===== src/rtl/arm_alu_pipe.sv =====
// arm_alu_pipe: two-stage ARM data-processing ALU (16 DP opcodes) with internal NZCV; optional sticky Q via ALU_STICKY_Q_EN.
// Latency: op accepted at edge k is on the output after edge k+1; one op per cycle sustained.
// Backpressure: outReady low holds the output stage, the issue stage still fills, inReady drops with two ops buffered.
module arm_alu_pipe #(
    parameter int         WIDTH      = 32,
    parameter logic [3:0] FLAG_RESET = 4'b0000
) (
    input  logic             clk,
    input  logic             reset,
    input  logic             inValid,
    output logic             inReady,
    input  logic [3:0]       opCode,
    input  logic             setFlags,
    input  logic [WIDTH-1:0] a,
    input  logic [WIDTH-1:0] b,
    input  logic             flagsLoad,
    input  logic [3:0]       flagsIn,
    output logic             outValid,
    input  logic             outReady,
    output logic [WIDTH-1:0] result,
    output logic             outWrite,
    output logic [3:0]       flags
`ifdef ALU_STICKY_Q_EN
    ,
    input  logic             qClear,
    output logic             qFlag
`endif
);

    localparam logic [3:0] OP_AND = 4'h0;
    localparam logic [3:0] OP_EOR = 4'h1;
    localparam logic [3:0] OP_SUB = 4'h2;
    localparam logic [3:0] OP_RSB = 4'h3;
    localparam logic [3:0] OP_ADD = 4'h4;
    localparam logic [3:0] OP_ADC = 4'h5;
    localparam logic [3:0] OP_SBC = 4'h6;
    localparam logic [3:0] OP_RSC = 4'h7;
    localparam logic [3:0] OP_TST = 4'h8;
    localparam logic [3:0] OP_TEQ = 4'h9;
    localparam logic [3:0] OP_CMP = 4'hA;
    localparam logic [3:0] OP_CMN = 4'hB;
    localparam logic [3:0] OP_ORR = 4'hC;
    localparam logic [3:0] OP_MOV = 4'hD;
    localparam logic [3:0] OP_BIC = 4'hE;
    localparam logic [3:0] OP_MVN = 4'hF;

    logic             r_s0_vld;
    logic [3:0]       r_s0_op;
    logic             r_s0_s;
    logic [WIDTH-1:0] r_s0_a;
    logic [WIDTH-1:0] r_s0_b;
    logic             r_s1_vld;
    logic [WIDTH-1:0] r_s1_res;
    logic             r_s1_wr;
    logic [3:0]       r_nzcv;

    logic             w_adv;
    logic             w_acc;
    logic             w_is_test;
    logic             w_eff_s;
    logic             w_arith;
    logic [WIDTH-1:0] w_x;
    logic [WIDTH-1:0] w_y;
    logic             w_cin;
    logic [WIDTH:0]   w_sum;
    logic [WIDTH-1:0] w_logic;
    logic [WIDTH-1:0] w_res;
    logic             w_n;
    logic             w_z;
    logic             w_c;
    logic             w_v;

    assign w_adv   = r_s0_vld & (~r_s1_vld | outReady);
    assign inReady = ~r_s0_vld | w_adv;
    assign w_acc   = inValid & inReady;

    // TST/TEQ/CMP/CMN share the 10xx encoding: always set flags, never write back.
    assign w_is_test = (r_s0_op[3:2] == 2'b10);
    assign w_eff_s   = r_s0_s | w_is_test;

    // Every arithmetic op is folded onto x + y + cin; subtraction uses y = ~operand.
    always_comb begin
        w_x     = '0;
        w_y     = '0;
        w_cin   = 1'b0;
        w_arith = 1'b1;
        case (r_s0_op)
            OP_SUB, OP_CMP: begin w_x = r_s0_a; w_y = ~r_s0_b; w_cin = 1'b1;      end
            OP_RSB:         begin w_x = r_s0_b; w_y = ~r_s0_a; w_cin = 1'b1;      end
            OP_ADD, OP_CMN: begin w_x = r_s0_a; w_y = r_s0_b;  w_cin = 1'b0;      end
            OP_ADC:         begin w_x = r_s0_a; w_y = r_s0_b;  w_cin = r_nzcv[1]; end
            OP_SBC:         begin w_x = r_s0_a; w_y = ~r_s0_b; w_cin = r_nzcv[1]; end
            OP_RSC:         begin w_x = r_s0_b; w_y = ~r_s0_a; w_cin = r_nzcv[1]; end
            default:        w_arith = 1'b0;
        endcase
    end

    always_comb begin
        w_logic = '0;
        case (r_s0_op)
            OP_AND, OP_TST: w_logic = r_s0_a & r_s0_b;
            OP_EOR, OP_TEQ: w_logic = r_s0_a ^ r_s0_b;
            OP_ORR:         w_logic = r_s0_a | r_s0_b;
            OP_MOV:         w_logic = r_s0_b;
            OP_BIC:         w_logic = r_s0_a & ~r_s0_b;
            OP_MVN:         w_logic = ~r_s0_b;
            default:        w_logic = '0;
        endcase
    end

    assign w_sum = {1'b0, w_x} + {1'b0, w_y} + {{WIDTH{1'b0}}, w_cin};
    assign w_res = w_arith ? w_sum[WIDTH-1:0] : w_logic;
    assign w_n   = w_res[WIDTH-1];
    assign w_z   = ~|w_res;
    // Logical ops leave C and V untouched.
    assign w_c   = w_arith ? w_sum[WIDTH] : r_nzcv[1];
    assign w_v   = w_arith ? ((w_x[WIDTH-1] == w_y[WIDTH-1]) & (w_res[WIDTH-1] != w_x[WIDTH-1]))
                           : r_nzcv[0];

    always_ff @(posedge clk or posedge reset) begin
        if (reset) begin
            r_s0_vld <= 1'b0;
            r_s0_op  <= '0;
            r_s0_s   <= 1'b0;
            r_s0_a   <= '0;
            r_s0_b   <= '0;
        end else begin
            if (w_acc) begin
                r_s0_vld <= 1'b1;
                r_s0_op  <= opCode;
                r_s0_s   <= setFlags;
                r_s0_a   <= a;
                r_s0_b   <= b;
            end else if (w_adv) begin
                r_s0_vld <= 1'b0;
            end
        end
    end

    always_ff @(posedge clk or posedge reset) begin
        if (reset) begin
            r_s1_vld <= 1'b0;
            r_s1_res <= '0;
            r_s1_wr  <= 1'b0;
        end else begin
            if (w_adv) begin
                r_s1_vld <= 1'b1;
                r_s1_res <= w_res;
                r_s1_wr  <= ~w_is_test;
            end else if (outReady) begin
                r_s1_vld <= 1'b0;
            end
        end
    end

    // An MSR-style load overrides all four bits even when an op sets flags on the same edge.
    always_ff @(posedge clk or posedge reset) begin
        if (reset) begin
            r_nzcv <= FLAG_RESET;
        end else if (flagsLoad) begin
            r_nzcv <= flagsIn;
        end else if (w_adv & w_eff_s) begin
            r_nzcv <= {w_n, w_z, w_c, w_v};
        end
    end

`ifdef ALU_STICKY_Q_EN
    logic r_q;

    always_ff @(posedge clk or posedge reset) begin
        if (reset) begin
            r_q <= 1'b0;
        end else if (w_adv & w_eff_s & w_arith & w_v) begin
            r_q <= 1'b1;
        end else if (qClear) begin
            r_q <= 1'b0;
        end
    end

    assign qFlag = r_q;
`endif

    assign outValid = r_s1_vld;
    assign result   = r_s1_res;
    assign outWrite = r_s1_wr;
    assign flags    = r_nzcv;

endmodule


===== config.mk =====
export PLATFORM = sky130hd
export DESIGN_NAME = arm_alu_pipe
export DESIGN_NICKNAME = d
export VERILOG_FILES = /design/src/rtl/arm_alu_pipe.sv
export SDC_FILE = /design/constraint.sdc
export NUM_CORES = 1
export LEC_CHECK = 0
export ABC_AREA = 1
export BUFFER_PORTS_ARGS = -buffer_cell sky130_fd_sc_hd__buf_2
export CAP_MARGIN = 20
export CELL_PAD_IN_SITES_DETAIL_PLACEMENT = 1
export CELL_PAD_IN_SITES_GLOBAL_PLACEMENT = 2
export CORE_MARGIN = 1
export CORE_UTILIZATION = 29
export CTS_CLUSTER_DIAMETER = 150
export DETAILED_ROUTE_END_ITERATION = 10
export PLACE_DENSITY_LB_ADDON = 0.1
export SYNTH_ARGS = -nofsm -noshare
export SYNTH_HDL_FRONTEND = slang
export SYNTH_SLANG_ARGS = --single-unit

===== constraint.sdc =====
create_clock -name clk -period 3.19 [get_ports clk]
set_input_delay 0.319 -clock clk [delete_from_list [all_inputs] [get_ports clk]]
set_output_delay 0.319 -clock clk [all_outputs]
set_load 0.02 [all_outputs]

---- After elaboration in Yosys (flattened, before gate mapping) ----
Cells that the tools add are included.
cells by class
  bitwise logic cells ..................... 16
  muxes and demuxes ....................... 14
  equal/unequal tests ..................... 18
  add/subtract/negate cells ............... 2
  reduce and logical (&&, ||, !) cells .... 17
operator list
  operator                                                          number
  32-bit case mux with 6 select lines                               1
  32-bit case mux with 3 select lines                               1
  32-bit AND                                                        2
  32-bit NOT                                                        2
  32-bit case mux with 2 select lines                               1
  32-bit by 32-bit adder with 33-bit output                         1
  33-bit by 1-bit adder with 33-bit output                          1
  4-bit == test (second input constant)                             8
  32-bit two-way mux                                                1
  32-bit bitwise OR                                                 1
  32-bit OR reduction                                               1
  32-bit XOR                                                        1
  4-bit by 3-bit == test with 1-bit output (second input constant)  4
  3-bit OR reduction                                                4
  4-bit by 2-bit == test with 1-bit output (second input constant)  2
  4-bit two-way mux                                                 2
  2-bit nonzero test                                                4
  8-bit OR reduction                                                1
  1-bit two-way mux                                                 7
  2-bit OR reduction                                                3
  6-bit OR reduction                                                1
  1-bit AND                                                         4
  4-bit by 1-bit == test with 1-bit output (second input constant)  1
  4-bit zero test                                                   1
  8 further kinds                                                   12
word-level totals
  register bits after elaboration ......... 108
  logic and storage cells ................. 77
  output and inout bits ................... 39

---- Longest topological paths before layout ----
  depth after elaboration ................. 11
  gate-level depth with buffers ........... 27
  mapped depth without buffers ............ 26

---- Worst setup path before layout ----
OpenSTA, ideal clock, no wires.
  kind .................................... register to register
  start ................................... register r_s0_op[1]
  end ..................................... register r_nzcv[2], in the netlist flags[2]
  data required time ...................... 3125 ps
  arrival time ............................ 3220 ps
  stages on the path, launching flop included .. 24
  clock period less this slack ............ 3284 ps
  setup slack ............................. -94 ps
  cell sequence ........................... dfrtp_1 > nand2_1 > o31ai_1 > clkbuf_1 > a21oi_1 > fa_1 > inv_1 > fa_1 > nand2_1 > nand2_1 > nand3_1 > nand2_1 > nand2_1 > nand2_1 > nand2_1 > nand2_1 > nand2_1 > nand3_1 > nand2_1 > nor2_1 > nand2_1 > nor2_1 > nand4_1 > nand2_1
on the way
  longest elaborated chain between the ends .. 10
RTL lines
  element                                                                                            line  source
  start, declared                                                                                    48    logic [3:0] r_s0_op;
  start signal, assigned                                                                             130   r_s0_op <= opCode;
  4-bit by 3-bit == test with 1-bit output, or another cell as far along                             87    case (r_s0_op)
  6-bit OR reduction (no line), or another cell as far along                                         n/a
  32-bit case mux with 2 select lines / 32-bit case mux with 3 select lines (equally long branches)  87
  32-bit by 32-bit adder with 33-bit output                                                          111   assign w_sum = {1'b0, w_x} + {1'b0, w_y} + {{WIDTH{1'b0}}, w_cin};
  33-bit by 1-bit adder with 33-bit output                                                           111
  32-bit two-way mux (*)                                                                             112   assign w_res = w_arith ? w_sum[WIDTH-1:0] : w_logic;
  32-bit OR reduction (*)                                                                            114   assign w_z = ~|w_res;
  1-bit zero test (*)                                                                                114
  4-bit two-way mux (*)                                                                              162   end else if (w_adv & w_eff_s) begin
  4-bit two-way mux (*)                                                                              160   end else if (flagsLoad) begin
  end signal, assigned                                                                               161   r_nzcv <= flagsIn;
  end signal, assigned                                                                               163   r_nzcv <= {w_n, w_z, w_c, w_v};
  end, declared                                                                                      55    logic [3:0] r_nzcv;
Mark *: on every way between the ends. The rest lies on a longest branch, timed or not. The select of a mux whose other input is x is not followed.
A chain may end at the register's enable or synchronous reset.

---- Worst setup path after layout ----
  start ................................... register r_s0_op[2]
  end ..................................... register r_nzcv[2], in the netlist flags[2]
on the way
  longest elaborated chain between the ends .. 10
RTL lines
  element                                                                                            line
  4-bit by 3-bit == test with 1-bit output, or another cell as far along                             87
  6-bit OR reduction (no line), or another cell as far along                                         n/a
  32-bit case mux with 2 select lines / 32-bit case mux with 3 select lines (equally long branches)  87
  32-bit by 32-bit adder with 33-bit output                                                          111
  33-bit by 1-bit adder with 33-bit output                                                           111
  32-bit two-way mux                                                                                 112
  32-bit OR reduction                                                                                114
  1-bit zero test                                                                                    114
  4-bit two-way mux                                                                                  162
  4-bit two-way mux                                                                                  160
Parallel ways exist; a longest one is shown, timed or not. The select of a mux whose other input is x is not followed.

==> impl_metrics.csv <==
group,metric,value,unit
sta,hold_viol_final,0,
logic_synthesis,synth_top_cell_by_area,"dfrtp_1",
sta,worst_slack,-0.255,ns
drt,ant_nets,0,
placed_design,place_ws,-0.447,ns
drt,post-route-drc-count,0,
logic_synthesis,syn_inst,1478,
finish,drive_gt1_share,36.4,%
critical_path,cp.buffers_inverters,3,
grt,gr-total-overflow,0,
critical_path,crit_chain,"buf_6, o31ai_4, buf_6, a21oi_4, fa_2, inv_2, fa_2, nand2_2, nand2_4, nand3_1, nand2_2, nand2_2, nand2_2, nand3_2, nand3_1, nand3_1, nand2_2, nand2_1, nor2_4, nand4_1, nand2_1",
floorplan,ios,117,
sta,fin_skew,0.0106,ns
clock_tree,cts-buffers-inserted,9,
floorplan,die-width,182,µm
logic_synthesis,syn_avg_cell_area,6.36,µm²
power,p_seq_share,20.9,%
logic_synthesis,synth_cell_type_count,44,
drt,viasPerCell,5.17,
floorplan,num_rows,65,
clock_tree,cts_max_path_buffers,2,
min_path,hold_class,"in -> async",
floorplan,die_h,182,µm
clock_tree,clock-sinks,108,
critical_path,max_stage_delay,0.44,ns
grt,grt_usage,27.2,%
logic_synthesis,synth_xor_area_share,1.12,%
outcome,violations,"setup timing",
logic_synthesis,synth_ff_type,"dfrtp_1",
critical_path,reg2reg_to,"flags[2]",
clock_tree,clk_latency,0.38,ns
power,p_int,4.95,mW
grt,grt_max_degree,81,
sta,setup_viol,10,
drt,num_vias,11300,
critical_path,cp-end-kind,"flip-flop",
logic_synthesis,syn-num-nets,1621,
critical_path,path_class,"reg -> reg",
drt,drtIter0Drc,632,
logic_synthesis,syn_area,0.00940,mm²
logic_synthesis,synth_area_leaders,"dfrtp_1 29%, nand2_1 17%, inv_1 8.7%, ha_1 8.4%, nor2_1 7.9%",
clock_tree,cts_tree,"done",
sta,post-route-period-util,108,%
critical_path,startpoint_type,"flip-flop",
power,sw_frac_of_total,48.6,%
logic_synthesis,ys_ff_latch,108,
logic_synthesis,async_flop_share,100,%
clock_tree,clkTransAtPathRegs,0.08,ns
logic_synthesis,synthAdderAreaFrac,8.81,%
logic_synthesis,synth_top_family_by_area,"simple AND/OR/NAND/NOR gates",
clock_tree,cts_hold_buf,0,
sta,slew_headroom,31.6,%
placed_design,portBuffers,116,
drt,drt_pre_antenna_iters,5,
clock_tree,cts-root-buf,"clkbuf_16",
logic_synthesis,synth_compound_area_share,17.9,%
power,vdd_drop_max,0.305,mV
run,maxCapViolations,0,
power,total_power,9.64,mW
power,p_sw,4.69,mW
critical_path,crit_arrival,3.77,ns
critical_path,cp.required,3.51,ns
power,leakage,6.99,nW
critical_path,cp_max_fo,5,
grt,grt_first_pass_wirelength,67800,µm
critical_path,r2r_cells,21,
floorplan,initial_core_util,29.6,%
finish,syn2layout_area_growth,48.4,%
clock_tree,htree_levels,3,
power,p_clk_share,12.1,%
logic_synthesis,synth_mux_area_share,0.120,%
logic_synthesis,yosys-top-cells-count,"419 x nand2_1, 217 x inv_1, 199 x nor2_1, 112 x a21oi_1, 108 x dfrtp_1",
critical_path,regToRegSetupSlack,-0.25,ns
critical_path,crit_top_cell,"nand2_2",
logic_synthesis,synth_edf_count,0,
outcome,outcome,"complete, but fails checks",
floorplan,dieArea,0.0331,mm²
critical_path,cp-startpoint,"r_s0_op[2]",
placed_design,dp_hpwl,34300,µm
sta,hold_ws,0.105,ns
logic_synthesis,yosys_warnings,0,
logic_synthesis,synth-simple-area-share,32.1,%
drt,avgRoutedWirePerCell,20.6,µm
placed_design,gp_congestion,0.885,
grt,grt_pass1_vias,11500,
critical_path,r2r_start,"r_s0_op[2]",
power,power_density,691,mW/mm²
logic_synthesis,synth_top_area_share,28.8,%
sta,timing.fmax,290,MHz
power,power_frac_comb,67.1,%
logic_synthesis,synth.most_common_cell,"nand2_1",
sta,drv_slew,0,
floorplan,core,0.0317,mm²
sta,worst_pin_slew,1.02,ns
critical_path,cp_slowest_cell,"dfrtp_2",
sta,rsz0062_at_grt,"yes",
finish,antenna_cells,0,
grt,antenna_found_initial,1,
finish,final_nets,1925,
critical_path,cp_top_family,"simple AND/OR/NAND/NOR gates",
sta,period_minus_slack,3.44,ns
drt,wirelength,45100,µm
logic_synthesis,ys_seq_area_share,28.8,%
## layout make-up
class	instances	area [µm²]
clock buffers	10	239
clock inverters	6	37.5
fillers	4050	17800
inverters	222	836
multi-input cells	1096	7060
flip-flops and latches	108	2700
well taps	402	503
repair buffers	345	2570
## power groups by stage
stage / sequential [mW] / combinational (mW) / clock, mW
after global placement: 2.01 / 5.02 / 0
after floorplan: 2.22 / 2.39 / 0
after detailed placement: 2.01 / 5.08 / 0
final: 2.01 / 6.47 / 1.16
after CTS: 2.00 / 5.71 / 1.19
after global routing: 2.05 / 6.97 / 1.24
## worst reg2reg max path, stage by stage, from the launching register on
cell	delay, ns
dfrtp_2	0.44
buf_6	0.13
o31ai_4	0.36
buf_6	0.22
a21oi_4	0.08
fa_2	0.41
inv_2	0.12
fa_2	0.26
nand2_2	0.09
nand2_4	0.08
nand3_1	0.10
nand2_2	0.14
nand2_2	0.09
nand2_2	0.10
nand3_2	0.10
nand3_1	0.10
nand3_1	0.10
nand2_2	0.12
nand2_1	0.10
nor2_4	0.10
nand4_1	0.10
nand2_1	0.07
## what timing repair did
item,in CTS,in global routing
endpoints found under the setup margin,17,26
gates cloned,1,1
gates resized for setup,168,191
pin swaps,62,68
setup buffers,27,14
## logic make-up after synthesis
kind of cell,count (synthesis)
compound gates,276
xor+xnor,12
fa+ha+maj,65
buf+inv,274
flops,108
mux,1
simple gates,742
## through the flow
stage	area, µm²	cells	setup TNS [ns]	utilization, %
final	14000	2189	-1.28	44.0
after global routing	14000	2189	-3.68	44.0
after CTS	13000	2176	-0.395	41.0
after detailed placement	11800	2132	-2.78	37.2
after global placement	11800	2132	-1.80	37.2
after floorplan	9410	1478	0	-
## cells in the final DEF, fill, tap and decap left out, types with 49 or more instances in the layout
| cell | netlist | final |
|---|---|---|
| inv_1 | 217 | 200 |
| buf_4 | 1 | 189 |
| dfrtp_1 | 108 | 107 |
| nor2_1 | 199 | 171 |
| nand3_1 | 77 | 50 |
| a21oi_1 | 112 | 86 |
| nand2_1 | 419 | 320 |
| ha_1 | 63 | 49 |
| buf_2 | 10 | 116 |
| nand2_2 | 3 | 86 |
## layer usage
layer  routed length, µm  part of all wire [%]  vias up  track usage [%]
met1               22100                    49     5579             39.5
met2               20100                    45      252             42.1
li1                    -                     -     5445                -
met3                2050                   4.5       40             3.27
met5                   0                     0        -                0
met4                 855                   1.9        0             7.39
## flip-flops by register name (all words and copies together) (netlist names)
signal,flops
outWrite,1
flags,4
outValid,1
r_s0_s,1
r_s0_vld,1
result,32
r_s0_op,4
r_s0_b,32
r_s0_a,32
## worst max-delay path by stage
stage | slack, ns | cells past startpoint | endpoint
after detailed placement | -0.45 | 23 | flags[2]
after global placement | -0.36 | 23 | flags[2]
after floorplan | 0.02 | 25 | flags[2]
final | -0.25 | 21 | flags[2]
after global routing | -0.43 | 19 | flags[2]
after CTS | -0.15 | 19 | flags[2]
Note: power is estimated with default switching activity, not from simulation.
